File: src/rtl/cpu_datapath.sv
// cpu_datapath: four general registers, ALU with A/result/flags, store register.
// Optional bus-conflict detection is built when CPU_DATAPATH_BUS_CHECK_EN is defined.
module cpu_datapath #(
  parameter int WIDTH = 8
) (
  input  logic             clk,
  input  logic             clr,
  input  logic [5:0]       Tristate,
  input  logic [6:0]       Enable,
  input  logic [1:0]       ALUOp,
  input  logic [3:0]       InstrBus,
  output logic [WIDTH-1:0] bus,
  output logic [WIDTH-1:0] out_reg,
  output logic [WIDTH-1:0] r0,
  output logic [WIDTH-1:0] r1,
  output logic [WIDTH-1:0] r2,
  output logic [WIDTH-1:0] r3,
  output logic             carry,
  output logic             zero,
  output logic             conflict_err
);

  logic [WIDTH-1:0] gpr [4];
  logic [WIDTH-1:0] a;
  logic [WIDTH-1:0] res;
  logic [WIDTH-1:0] imm;
  logic [WIDTH:0]   alu_full;

  assign imm = {{(WIDTH-4){1'b0}}, InstrBus};
  assign r0  = gpr[0];
  assign r1  = gpr[1];
  assign r2  = gpr[2];
  assign r3  = gpr[3];

  // Bus mux: lowest-numbered asserted driver wins, none drives zero.
  always_comb begin
    bus = '0;
    if (Tristate[0])      bus = gpr[0];
    else if (Tristate[1]) bus = gpr[1];
    else if (Tristate[2]) bus = gpr[2];
    else if (Tristate[3]) bus = gpr[3];
    else if (Tristate[4]) bus = res;
    else if (Tristate[5]) bus = imm;
  end

  // ALU: B is the live bus; top bit holds carry-out or borrow.
  always_comb begin
    alu_full = '0;
    case (ALUOp)
      2'b00: alu_full = {1'b0, a} + {1'b0, bus};
      2'b01: alu_full = {1'b0, a} - {1'b0, bus};
      2'b10: alu_full = {1'b0, a & bus};
      default: alu_full = {1'b0, a | bus};
    endcase
  end

  // General registers and store register load from the bus.
  always_ff @(posedge clk) begin
    if (clr) begin
      for (int i = 0; i < 4; i++) gpr[i] <= '0;
      out_reg <= '0;
    end else begin
      for (int i = 0; i < 4; i++)
        if (Enable[i]) gpr[i] <= bus;
      if (Enable[6]) out_reg <= bus;
    end
  end

  // ALU state: A, result and flags; the result sees the pre-edge A.
  always_ff @(posedge clk) begin
    if (clr) begin
      a     <= '0;
      res   <= '0;
      carry <= 1'b0;
      zero  <= 1'b0;
    end else begin
      if (Enable[4]) a <= bus;
      if (Enable[5]) begin
        res   <= alu_full[WIDTH-1:0];
        carry <= (ALUOp[1] == 1'b0) ? alu_full[WIDTH] : 1'b0;
        zero  <= (alu_full[WIDTH-1:0] == '0);
      end
    end
  end

`ifdef CPU_DATAPATH_BUS_CHECK_EN
  logic multi;
  assign multi = |(Tristate & (Tristate - 6'd1));

  // Sticky flag: set whenever two or more drivers are selected.
  always_ff @(posedge clk) begin
    if (clr)        conflict_err <= 1'b0;
    else if (multi) conflict_err <= 1'b1;
  end
`else
  assign conflict_err = 1'b0;
`endif

endmodule

File: config.mk
export PLATFORM = sky130hd
export DESIGN_NAME = cpu_datapath
export DESIGN_NICKNAME = d
export VERILOG_FILES = /design/src/rtl/cpu_datapath.sv
export SDC_FILE = /design/constraint.sdc
export NUM_CORES = 1
export LEC_CHECK = 0
export BUFFER_PORTS_ARGS = -buffer_cell sky130_fd_sc_hd__buf_2
export CAP_MARGIN = 0
export CORE_ASPECT_RATIO = 0.7
export CORE_UTILIZATION = 45
export DETAILED_ROUTE_END_ITERATION = 10
export GPL_ROUTABILITY_DRIVEN = 0
export PLACE_DENSITY = 0.66
export SKIP_LAST_GASP = 1
export SYNTH_ARGS = -nofsm -noshare
export SYNTH_HDL_FRONTEND = slang
export SYNTH_SLANG_ARGS = --single-unit
File: constraint.sdc
create_clock -name clk -period 4.6 [get_ports clk]
set_input_delay 0.46 -clock clk [delete_from_list [all_inputs] [get_ports clk]]
set_output_delay 0.46 -clock clk [all_outputs]
set_load 0.01 [all_outputs]
; Word level (Yosys, flattened, before mapping)
; Memory sizes are Yosys's and may differ from the RTL's.
; Index checks and enable logic that the tools add are counted.
[totals]
ff_bits = 26
ramBits = 32
input_bits = 21
output_inout_bits = 51
elab_cells = 44
n_memories = 1
[classes]
n_addsub = 2
eq_ne = 2
mux = 26
n_bitwise = 6
reduce_logical = 2
[mem_list]
columns = memory, words, word_bits, rd, rd_clocked_by_memory_dff, write_ports, line_no
row1 = gpr, 4, 8, 4, 0, 4, 23  ; logic [WIDTH-1:0] gpr [4];
[op_table]
columns = cell, n
row1 = 8-bit 2-to-1 mux, 9
row2 = 9-bit one-hot mux with 3 select lines, 1
row3 = 1-bit 2-to-1 mux, 15
row4 = 8-bit by 8-bit adder with 9-bit output, 1
row5 = 8-bit by 8-bit subtractor with 9-bit output, 1
row6 = 8-bit AND, 1
row7 = 8-bit zero test, 1
row8 = 8-bit bitwise OR, 1
row9 = 4-bit 2-to-1 mux, 1
row10 = 1-bit bitwise OR, 4
row11 = "2-bit by 1-bit == test with 1-bit output, second input constant", 1
row12 = "2-bit == test, second input constant", 1
row13 = 2-bit zero test, 1

; Depth between registers and ports, before layout
; Gate-level depths: netlist (run 1).
[depth]
depth_word = 9
mapped_depth = 17
depth_no_buf = 15

; Least setup slack after synthesis (run 1)
; No wires, ideal clock.
[synth_timing]
kind = input port to flip-flop
start = in Tristate[2]
end = reg zero
setup_ns = 0.117
arrival_ns = 3.646
t_required_ns = 4.483
path_slack_ns = 0.837
cell_stages = 17
n_path_buf = 3
path_cell_list = buf_2 > buf_2 > a221o_1 > a31o_2 > clkbuf_1 > ha_1 > and3_1 > nor2_1 > xnor2_1 > ha_1 > and2_1 > or4_1 > o21ai_0 > xnor2_1 > mux2i_1 > and3_1 > a32o_1
[synth_between]
elab_chain_cells = 6
word_cells_on_any_way = 9
classes_between = add/sub: 2 / mux: 4 / bitwise: 2 / reduce/logical: 1
[synth_lines]
columns = element, line_no
row1 = from (decl), 8  ; input logic [5:0] Tristate,
row2 = 8-bit 2-to-1 mux (*), 40  ; else if (Tristate[2]) bus = gpr[2];
row3 = 8-bit 2-to-1 mux (*), 39  ; else if (Tristate[1]) bus = gpr[1];
row4 = 8-bit 2-to-1 mux (*), 38  ; if (Tristate[0]) bus = gpr[0];
row5 = 8-bit by 8-bit subtractor with 9-bit output (tied with other cells), 51  ; 2'b01: alu_full = {1'b0, a} - {1'b0, bus};
row6 = 9-bit one-hot mux with 3 select lines (*), 49  ; case (ALUOp)
row7 = 8-bit zero test (*), 81  ; zero <= (alu_full[WIDTH-1:0] == '0);
row8 = to (signal assigned), 81
row9 = to (decl), 19  ; output logic zero,
; Mark *: on every way between the ends. The rest lies on a longest branch, timed or not.
; A chain may end at the register's enable or synchronous reset.

==> impl_results.md, run 1 <==
* Area of the core at 0.006850 mm2
* Initial Util at 47.36%
* Netlist area before placement at 0.003244 mm2
* Worst-path cell chain: or3b_2 -> o21ai_0 -> a211o_1 -> and3_1 -> nor2_1 -> xnor2_1 -> ha_1 -> and2_1 -> or4_1 -> o21ai_0 -> xnor2_1 -> mux2i_1 -> and3_1 -> a32o_1
* Crit path launch type: flip-flop
* Relative slew slack at 49.77%
* Length in cells of the worst reg-to-reg path at 14
* Worst IR Drop VDD at 198.6 uV
* #FFs+latches synth at 58
* Synthesized netlist net count at 363
* Die Width at 103.5 um
* Post-detailed-route DRC marker count at 0
* CP arrival at 3.98 ns
* Setup repair bufs after CTS at 0
* Number of antenna violations at the first check in global routing at 0
* Final HPWL DP at 6.465 mm
* Setup violation total in the final timing report at 0
* Result of the run: finished, final reports clean
* Crit-path max cell delay at 0.48 ns
* Post-synthesis cell count at 330
* Post-DRT Antenna Nets at 0
* Area growth from synthesis to final layout at 17.89%
* Worst setup timing slack at the placement stage at 0.6682 ns
* Slowest cell on the critical path: sky130_fd_sc_hd__or3b_2
* Antenna cell count at 0
* Die H at 73.04 um
* Number of synthesized flops with an enable pin at 32
* Number of vias per cell after detailed routing at 5.500
* Critical register-to-register path endpoint: zero
* Overflow left after global routing at 0
* Clock sink count at 58
* Site row count at 25
* Post-detailed-routing wire length at 8.700 mm
* Synthesis Warnings at 0
* I/O Buffers at 70
* Hold path endpoint: carry
* Power per standard cell area at 390.5 mW/mm2
* Total global-route track usage at 24.25%
* Maximum clock skew at final layout at 0.006258 ns
* Fraction of the cycle the final worst path needs at 81.64%
* H-tree depth at 3
* Mean area per synthesized cell at 9.831 um2
* Deepest clock path buffer count at 2
* Category of the most critical setup path: flip-flop to flip-flop
* RSZ-0062 raised after global routing: no
* Total Negative Setup Slacks at 0 ns
* Reported leakage power at 1.726 nW
* Die outline area at 0.007559 mm2
* Start of the worst register-to-register path: gpr[1][2]
* Via count of the first global-routing pass at 2408
* Final hold violations at 0
* Reg with most FFs: gpr
* Num CTS Buffers at 9
* Maximum achievable frequency at 0.2663 GHz
* Synth Flop Type: sky130_fd_sc_hd__edfxtp_1
* Placed cell areas at 0.003607 mm2
* Worst-Skew Late Latency at 0.34 ns
* Number of placed I/O pins at 72
* Wire length of the first global-routing pass at 13.22 mm
* Hold-fix buffers, CTS at 0
* Largest net degree at the start of global routing at 36
* Fraction of the yosys area taken by sequential cells at 45.66%
* Final worst slack at 0.8445 ns
* Clock root buffer: sky130_fd_sc_hd__clkbuf_8
* Worst slew pin tran at 0.7534 ns
* Number of vias in the routed layout at 2684
* Filler cells at 648
* Number of maximum-capacitance violations at 0
* Number of resized instances in the post-cts repair step at 0
* Drt initial violations at 246
* Clock-pin slew on the worst setup and hold paths at 0.07 ns
* Start point of the worst min-delay path: carry
* Max reg flops at 32
* Share of post-route cells with drive strength above 1 at 27.16%
* First-pass iteration count of the detailed router at 5
* Routed length per instance at 17.83 um
* Maximum fanout count along the critical path at 9
* Share of synthesized registers carrying an async set or reset at 0%
* Hold path cells at 2
* Final design instance area without fill at 0.003825 mm2
* Clock tree from TritonCTS: yes
* Endpoint required time on the critical path at 4.83 ns
* Number of distinct library cells after synthesis at 63
* Max-slew violation count at 0
* Critical Path End Type: flip-flop
* Number of nets in the final layout at 422
* Worst setup slack for register-to-register paths at 0.84 ns
* Hold WC Path Type: flip-flop to flip-flop
* Shortest period the worst path allows at 3.755 ns
-- Yosys cell counts (all sizes together), types with 3 or more instances --
cell / n / area (um2)
a211oi: 9 / 67.56
a21oi: 9 / 45.04
a221oi: 3 / 43.80
and3: 3 / 18.77
buf: 13 / 75.06
clkbuf: 10 / 37.54
dfxtp: 26 / 520.5
edfxtp: 32 / 960.9
ha: 11 / 137.6
inv: 17 / 66.32
maj3: 5 / 51.30
mux2i: 19 / 190.2
nand2: 15 / 56.30
nand2b: 11 / 68.82
nand3: 3 / 15.01
nand3b: 4 / 30.03
nor2: 66 / 255.2
nor2b: 5 / 31.28
o21ai: 10 / 50.04
o22ai: 3 / 18.77
or2: 4 / 25.02
xnor2: 11 / 96.34
-- worst max-delay path: cells and delay by family (launching register included) --
| family | cells | cell delay, ns |
|---|---|---|
| mux | 1 | 0.10 |
| xor+xnor | 2 | 0.29 |
| flops | 1 | 0.43 |
| fa+ha+maj | 1 | 0.33 |
| compound gates | 4 | 0.91 |
| simple gates | 6 | 1.60 |
-- routing by layer --
metal | part of all wire [%] | GRT usage (%) | wire length (um)
met4 | 0.30 | 6.103 | 26
met1 | 51 | 38.17 | 4455
met3 | 8.1 | 6.322 | 709
met5 | 0 | 0 | 0
met2 | 40 | 32.23 | 3508
-- worst max path at each step --
stage,startpoint,endpoint,slack [ns],cells after the start
2_1_floorplan,Tristate[2],zero,0.84,17
3_3_place_gp,Tristate[0],zero,0.75,15
3_5_place_dp,Tristate[4],zero,0.67,16
4_1_cts,gpr[1][2],zero,0.88,14
5_1_grt,gpr[1][2],zero,0.70,14
6_report,gpr[1][2],zero,0.84,14
-- logic make-up after synthesis --
group | count (synthesis) | synth area share (%)
AO/OA/AOI/OAI | 57 | 14.15
adder cells (fa/ha/maj) | 17 | 6.440
other | 1 | 0.1156
XOR/XNOR | 13 | 3.509
buffers and inverters | 40 | 5.515
AND/OR/NAND/NOR | 124 | 18.40
multiplexers | 20 | 6.209
flip-flops | 58 | 45.66
-- metrics by stage --
| step | hold WS [ns] | power [W] | utilization, % | instances |
|---|---|---|---|---|
| after detailed placement | 0.4410 | 0.0009791 | 52.66 | 472 |
| after CTS | 0.4621 | 0.001498 | 55.84 | 488 |
| after global placement | 0.4262 | 0.0009706 | 52.66 | 472 |
| after global routing | 0.4896 | 0.001562 | 55.84 | 488 |
| after floorplan | 0.4508 | 0.0008707 | - | 330 |
| final | 0.4566 | 0.001493 | 55.84 | 488 |
-- area by class of cell --
cell class / instances / area [um2] / area share, %
Timing Repair Buffer: 71 / 357.8 / 9.356
Inverter: 17 / 66.31 / 1.734
Clock buffer: 9 / 123.9 / 3.238
Tap cell: 94 / 117.6 / 3.075
Clock inverter: 7 / 93.84 / 2.453
Multi-Input combinational cell: 232 / 1584 / 41.41
Sequential cell: 58 / 1481 / 38.73
-- power breakdown --
group	total [W]	leakage (nW)	internal, W	switching (W)
Combinational	0.000355	1.05	0.000146	0.000209
Clock	0.000521	0.107	0.000304	0.000218
Sequential	0.000617	0.568	0.000590	0.0000274
-- placed cells by master (no fill, tap or decap), types with 2 or more instances in the layout --
cell type	Yosys	layout
sky130_fd_sc_hd__a31o_2	2	2
sky130_fd_sc_hd__nor3b_1	2	2
sky130_fd_sc_hd__xnor2_1	11	11
sky130_fd_sc_hd__o21ai_0	9	9
sky130_fd_sc_hd__dfxtp_1	26	26
sky130_fd_sc_hd__a22oi_1	2	2
sky130_fd_sc_hd__buf_2	3	70
sky130_fd_sc_hd__o21a_1	2	2
sky130_fd_sc_hd__xor2_1	2	2
sky130_fd_sc_hd__clkinv_4	0	2
sky130_fd_sc_hd__a222oi_1	2	2
sky130_fd_sc_hd__nand3_1	3	3
sky130_fd_sc_hd__o22ai_1	3	3
sky130_fd_sc_hd__clkbuf_8	0	9
sky130_fd_sc_hd__nand3b_1	4	4
sky130_fd_sc_hd__mux2i_1	19	19
sky130_fd_sc_hd__maj3_1	4	4
sky130_fd_sc_hd__and2_1	2	2
sky130_fd_sc_hd__nand2b_1	11	11
sky130_fd_sc_hd__a221oi_1	2	2
sky130_fd_sc_hd__nor2b_1	5	5
sky130_fd_sc_hd__ha_1	11	11
sky130_fd_sc_hd__inv_1	13	13
sky130_fd_sc_hd__nor2_1	65	65
sky130_fd_sc_hd__inv_2	3	3
sky130_fd_sc_hd__or2_2	4	4
sky130_fd_sc_hd__edfxtp_1	32	32
sky130_fd_sc_hd__bufinv_16	0	2
sky130_fd_sc_hd__and3_1	3	3
sky130_fd_sc_hd__a21oi_1	9	9
sky130_fd_sc_hd__and3b_1	2	2
sky130_fd_sc_hd__nand2_1	15	15
sky130_fd_sc_hd__a211oi_1	9	9
sky130_fd_sc_hd__nor3_1	2	2
No activity file was read; power rests on OpenSTA's default activity.
==> run 2, diff against run 1 <==
==> constraint.sdc (replaced) <==
create_clock -name clk -period 3.9 [get_ports clk]
set_input_delay 0.39 -clock clk [delete_from_list [all_inputs] [get_ports clk]]
set_output_delay 0.39 -clock clk [all_outputs]
set_load 0.01 [all_outputs]
==> run 2 against run 1 <==
Compared with the run above:
- via count increased by 0.63%
- sequential power up 18%
- largest cell class unchanged
- critical path type unchanged
- worst hold slack got worse by 0.0059 ns
==> impl_results.md, run 2 (synthesis gave the netlist of run 1 again) <==
* Final HPWL DP at 6.497 mm (was 6.465 mm)
* Maximum clock skew at final layout at 0.008373 ns (was 0.006258 ns)
* Worst-Skew Late Latency at 0.34 ns (about the same)
* Critical Path End Type: flip-flop (unchanged)
* Number of resized instances in the post-cts repair step at 0 (unchanged)
* Site row count at 25 (unchanged)
* I/O Buffers at 70 (unchanged)
* Critical register-to-register path endpoint: zero (unchanged)
* Crit path launch type: flip-flop (unchanged)
* Total global-route track usage at 24.27% (was 24.25%)
* Area taken by flip-flops and latches at 0.001481 mm2 (unchanged)
* Number of nets in the final layout at 428 (was 422)
* Setup violation total in the final timing report at 0 (unchanged)
* Number of placed I/O pins at 72 (unchanged)
* Reg with most FFs: gpr (unchanged)
* Number of standard cells in the final layout excluding fillers at 494 (was 488)
* Total Negative Setup Slacks at 0 ns (unchanged)
* Number of maximum-capacitance violations at 0 (unchanged)
* First-pass iteration count of the detailed router at 5 (unchanged)
* Antenna cell count at 0 (unchanged)
* RSZ-0062 raised after global routing: no (unchanged)
* Start of the worst register-to-register path: gpr[1][2] (unchanged)
* Dpl cells at 478 (was 472)
* Area of the core at 0.006850 mm2 (unchanged)
* GRT Max-Usage Layer: met1 (unchanged)
* Number of vias in the routed layout at 2701 (was 2684)
* Clock root buffer: sky130_fd_sc_hd__clkbuf_8 (unchanged)
* Clock sink count at 58 (unchanged)
* Most frequent cells in the layout: sky130_fd_sc_hd__buf_2 (70), sky130_fd_sc_hd__nor2_1 (65), sky130_fd_sc_hd__edfxtp_1 (32) (unchanged)
* Post-detailed-routing wire length at 8.652 mm (was 8.700 mm)
* Overflow left after global routing at 0 (unchanged)
* Die outline area at 0.007559 mm2 (unchanged)
* Die Width at 103.5 um (unchanged)
* Wire length of the first global-routing pass at 13.12 mm (was 13.22 mm)
* Die H at 73.04 um (unchanged)
* Hold path cells at 2 (unchanged)
* Endpoint required time on the critical path at 4.13 ns (was 4.83 ns)
* Share of post-route cells with drive strength above 1 at 28.50% (was 27.16%)
* Number of vias per cell after detailed routing at 5.468 (was 5.500)
* Start point of the worst min-delay path: Enable[6] (was carry)
* Routed length per instance at 17.51 um (was 17.83 um)
* Maximum achievable frequency at 0.2761 GHz (was 0.2663 GHz)
* Number of antenna violations at the first check in global routing at 0 (unchanged)
* Area growth from synthesis to final layout at 20.25% (was 17.89%)
* Relative slew slack at 57.27% (was 49.77%)
* Deepest clock path buffer count at 2 (unchanged)
* CP arrival at 3.85 ns (was 3.98 ns)
* Category of the most critical setup path: flip-flop to flip-flop (unchanged)
* Drt initial violations at 208 (was 246)
* Maximum fanout count along the critical path at 6 (was 9)
* Post-detailed-route DRC marker count at 0 (unchanged)
* Via count of the first global-routing pass at 2455 (was 2408)
* Hold path endpoint: out_reg[7] (was carry)
* Max-slew violation count at 0 (unchanged)
* Worst setup timing slack at the placement stage at 0.09753 ns (was 0.6682 ns)
* Power per standard cell area at 474.5 mW/mm2 (was 390.5 mW/mm2)
* Hold WC Path Type: input pin to flip-flop (was flip-flop to flip-flop)
* Worst setup slack for register-to-register paths at 0.28 ns (was 0.84 ns)
* Setup repair bufs after CTS at 0 (unchanged)
* Shortest period the worst path allows at 3.622 ns (was 3.755 ns)
* Clock tree from TritonCTS: yes (unchanged)
* Final hold violations at 0 (unchanged)
* Multi-input logic area at 0.001584 mm2 (unchanged)
* Global-route track usage on met2 at 32.67% (was 32.23%)
* Max reg flops at 32 (unchanged)
* Num CTS Buffers at 9 (unchanged)
* Reported leakage power at 1.771 nW (was 1.726 nW)
* Final worst slack at 0.2777 ns (was 0.8445 ns)
* Most frequent standard cell in the layout excluding fill and tap cells: sky130_fd_sc_hd__buf_2 (unchanged)
* Clock-pin slew on the worst setup and hold paths at 0.07 ns (about the same)
* Length in cells of the worst reg-to-reg path at 14 (unchanged)
* Worst slew pin tran at 0.6409 ns (was 0.7534 ns)
* Post-DRT Antenna Nets at 0 (unchanged)
* Filler cells at 635 (was 648)
* Result of the run: finished, final reports clean (unchanged)
* Fraction of met1 tracks used by global routing at 37.68% (was 38.17%)
* Hold-fix buffers, CTS at 0 (unchanged)
* Worst IR Drop VDD at 222.0 uV (was 198.6 uV)
* Initial Util at 47.36% (unchanged)
* Fraction of the cycle the final worst path needs at 92.88% (was 81.64%)
* Global routing met3 resource utilization at 6.705% (was 6.322%)
* Largest net degree at the start of global routing at 36 (unchanged)
* H-tree depth at 3 (unchanged)
==> run 2: cell types whose count changed in the layout (fill, tap and decap cells not counted), sizes merged <==
cell,previous run,this run
buf,71,77
bufinv,2,3
clkinv,4,3
clkinvlp,1,0
inv,17,18
==> run 2: critical path: stages, from the launching register on <==
cell and delay [ns]:
sky130_fd_sc_hd__edfxtp_1 0.40, sky130_fd_sc_hd__or3b_2 0.47, sky130_fd_sc_hd__o21ai_0 0.11, sky130_fd_sc_hd__a211o_1 0.28, sky130_fd_sc_hd__and3_1 0.26, sky130_fd_sc_hd__nor2_1 0.07
sky130_fd_sc_hd__xnor2_1 0.14, sky130_fd_sc_hd__ha_1 0.33, sky130_fd_sc_hd__and2_1 0.19, sky130_fd_sc_hd__or4_1 0.41, sky130_fd_sc_hd__o21ai_0 0.23, sky130_fd_sc_hd__xnor2_1 0.14
sky130_fd_sc_hd__mux2i_1 0.09, sky130_fd_sc_hd__and3_1 0.16, sky130_fd_sc_hd__a32o_1 0.23
==> run 2: where the power goes <==
| group | leakage (nW) | switching [W] | total, W | internal [W] |
|---|---|---|---|---|
| clock | 0.124 | 0.000264 | 0.000693 | 0.000430 |
| combinational | 1.08 | 0.000248 | 0.000428 | 0.000180 |
| sequential | 0.568 | 0.0000340 | 0.000730 | 0.000696 |
| total | 1.77 | 0.000546 | 0.00185 | 0.00131 |
==> run 2: per-layer routing <==
layer	part of all wire [%]	vias up
li1	-	1280
met1	51	1281
met2	39	131
met3	9.5	9
met4	0.94	0
met5	0	-
==> run 2: area by class of cell <==
cell class,count,share of cell area [%]
tap,94,3.015
timing repair buffer,77,10.33
sequential,58,37.97
clock inverter,7,3.207
multi-input combinational,232,40.60
inverter,17,1.700
clock buffer,9,3.175
==> run 2: how the worst max path moves through the flow <==
stage	from	end	slack, ns
6_report	gpr[1][2]	zero	0.28
2_1_floorplan	Tristate[2]	zero	0.21
5_1_grt	gpr[1][2]	zero	0.07
3_3_place_gp	Tristate[4]	zero	0.20
3_5_place_dp	Tristate[4]	zero	0.1
4_1_cts	gpr[1][2]	zero	0.29
==> run 2: through the flow <==
| step | hold slack [ns] | cell area (um2) | util, % | power (W) |
|---|---|---|---|---|
| detailed placement | 0.4455 | 3652 | 53.32 | 0.001165 |
| global route | 0.4697 | 3901 | 56.95 | 0.001938 |
| floorplan | 0.4508 | 3244 | - | 0.001027 |
| finish | 0.4506 | 3901 | 56.95 | 0.001851 |
| global placement | 0.4258 | 3652 | 53.32 | 0.001160 |
| CTS | 0.4358 | 3901 | 56.95 | 0.001857 |
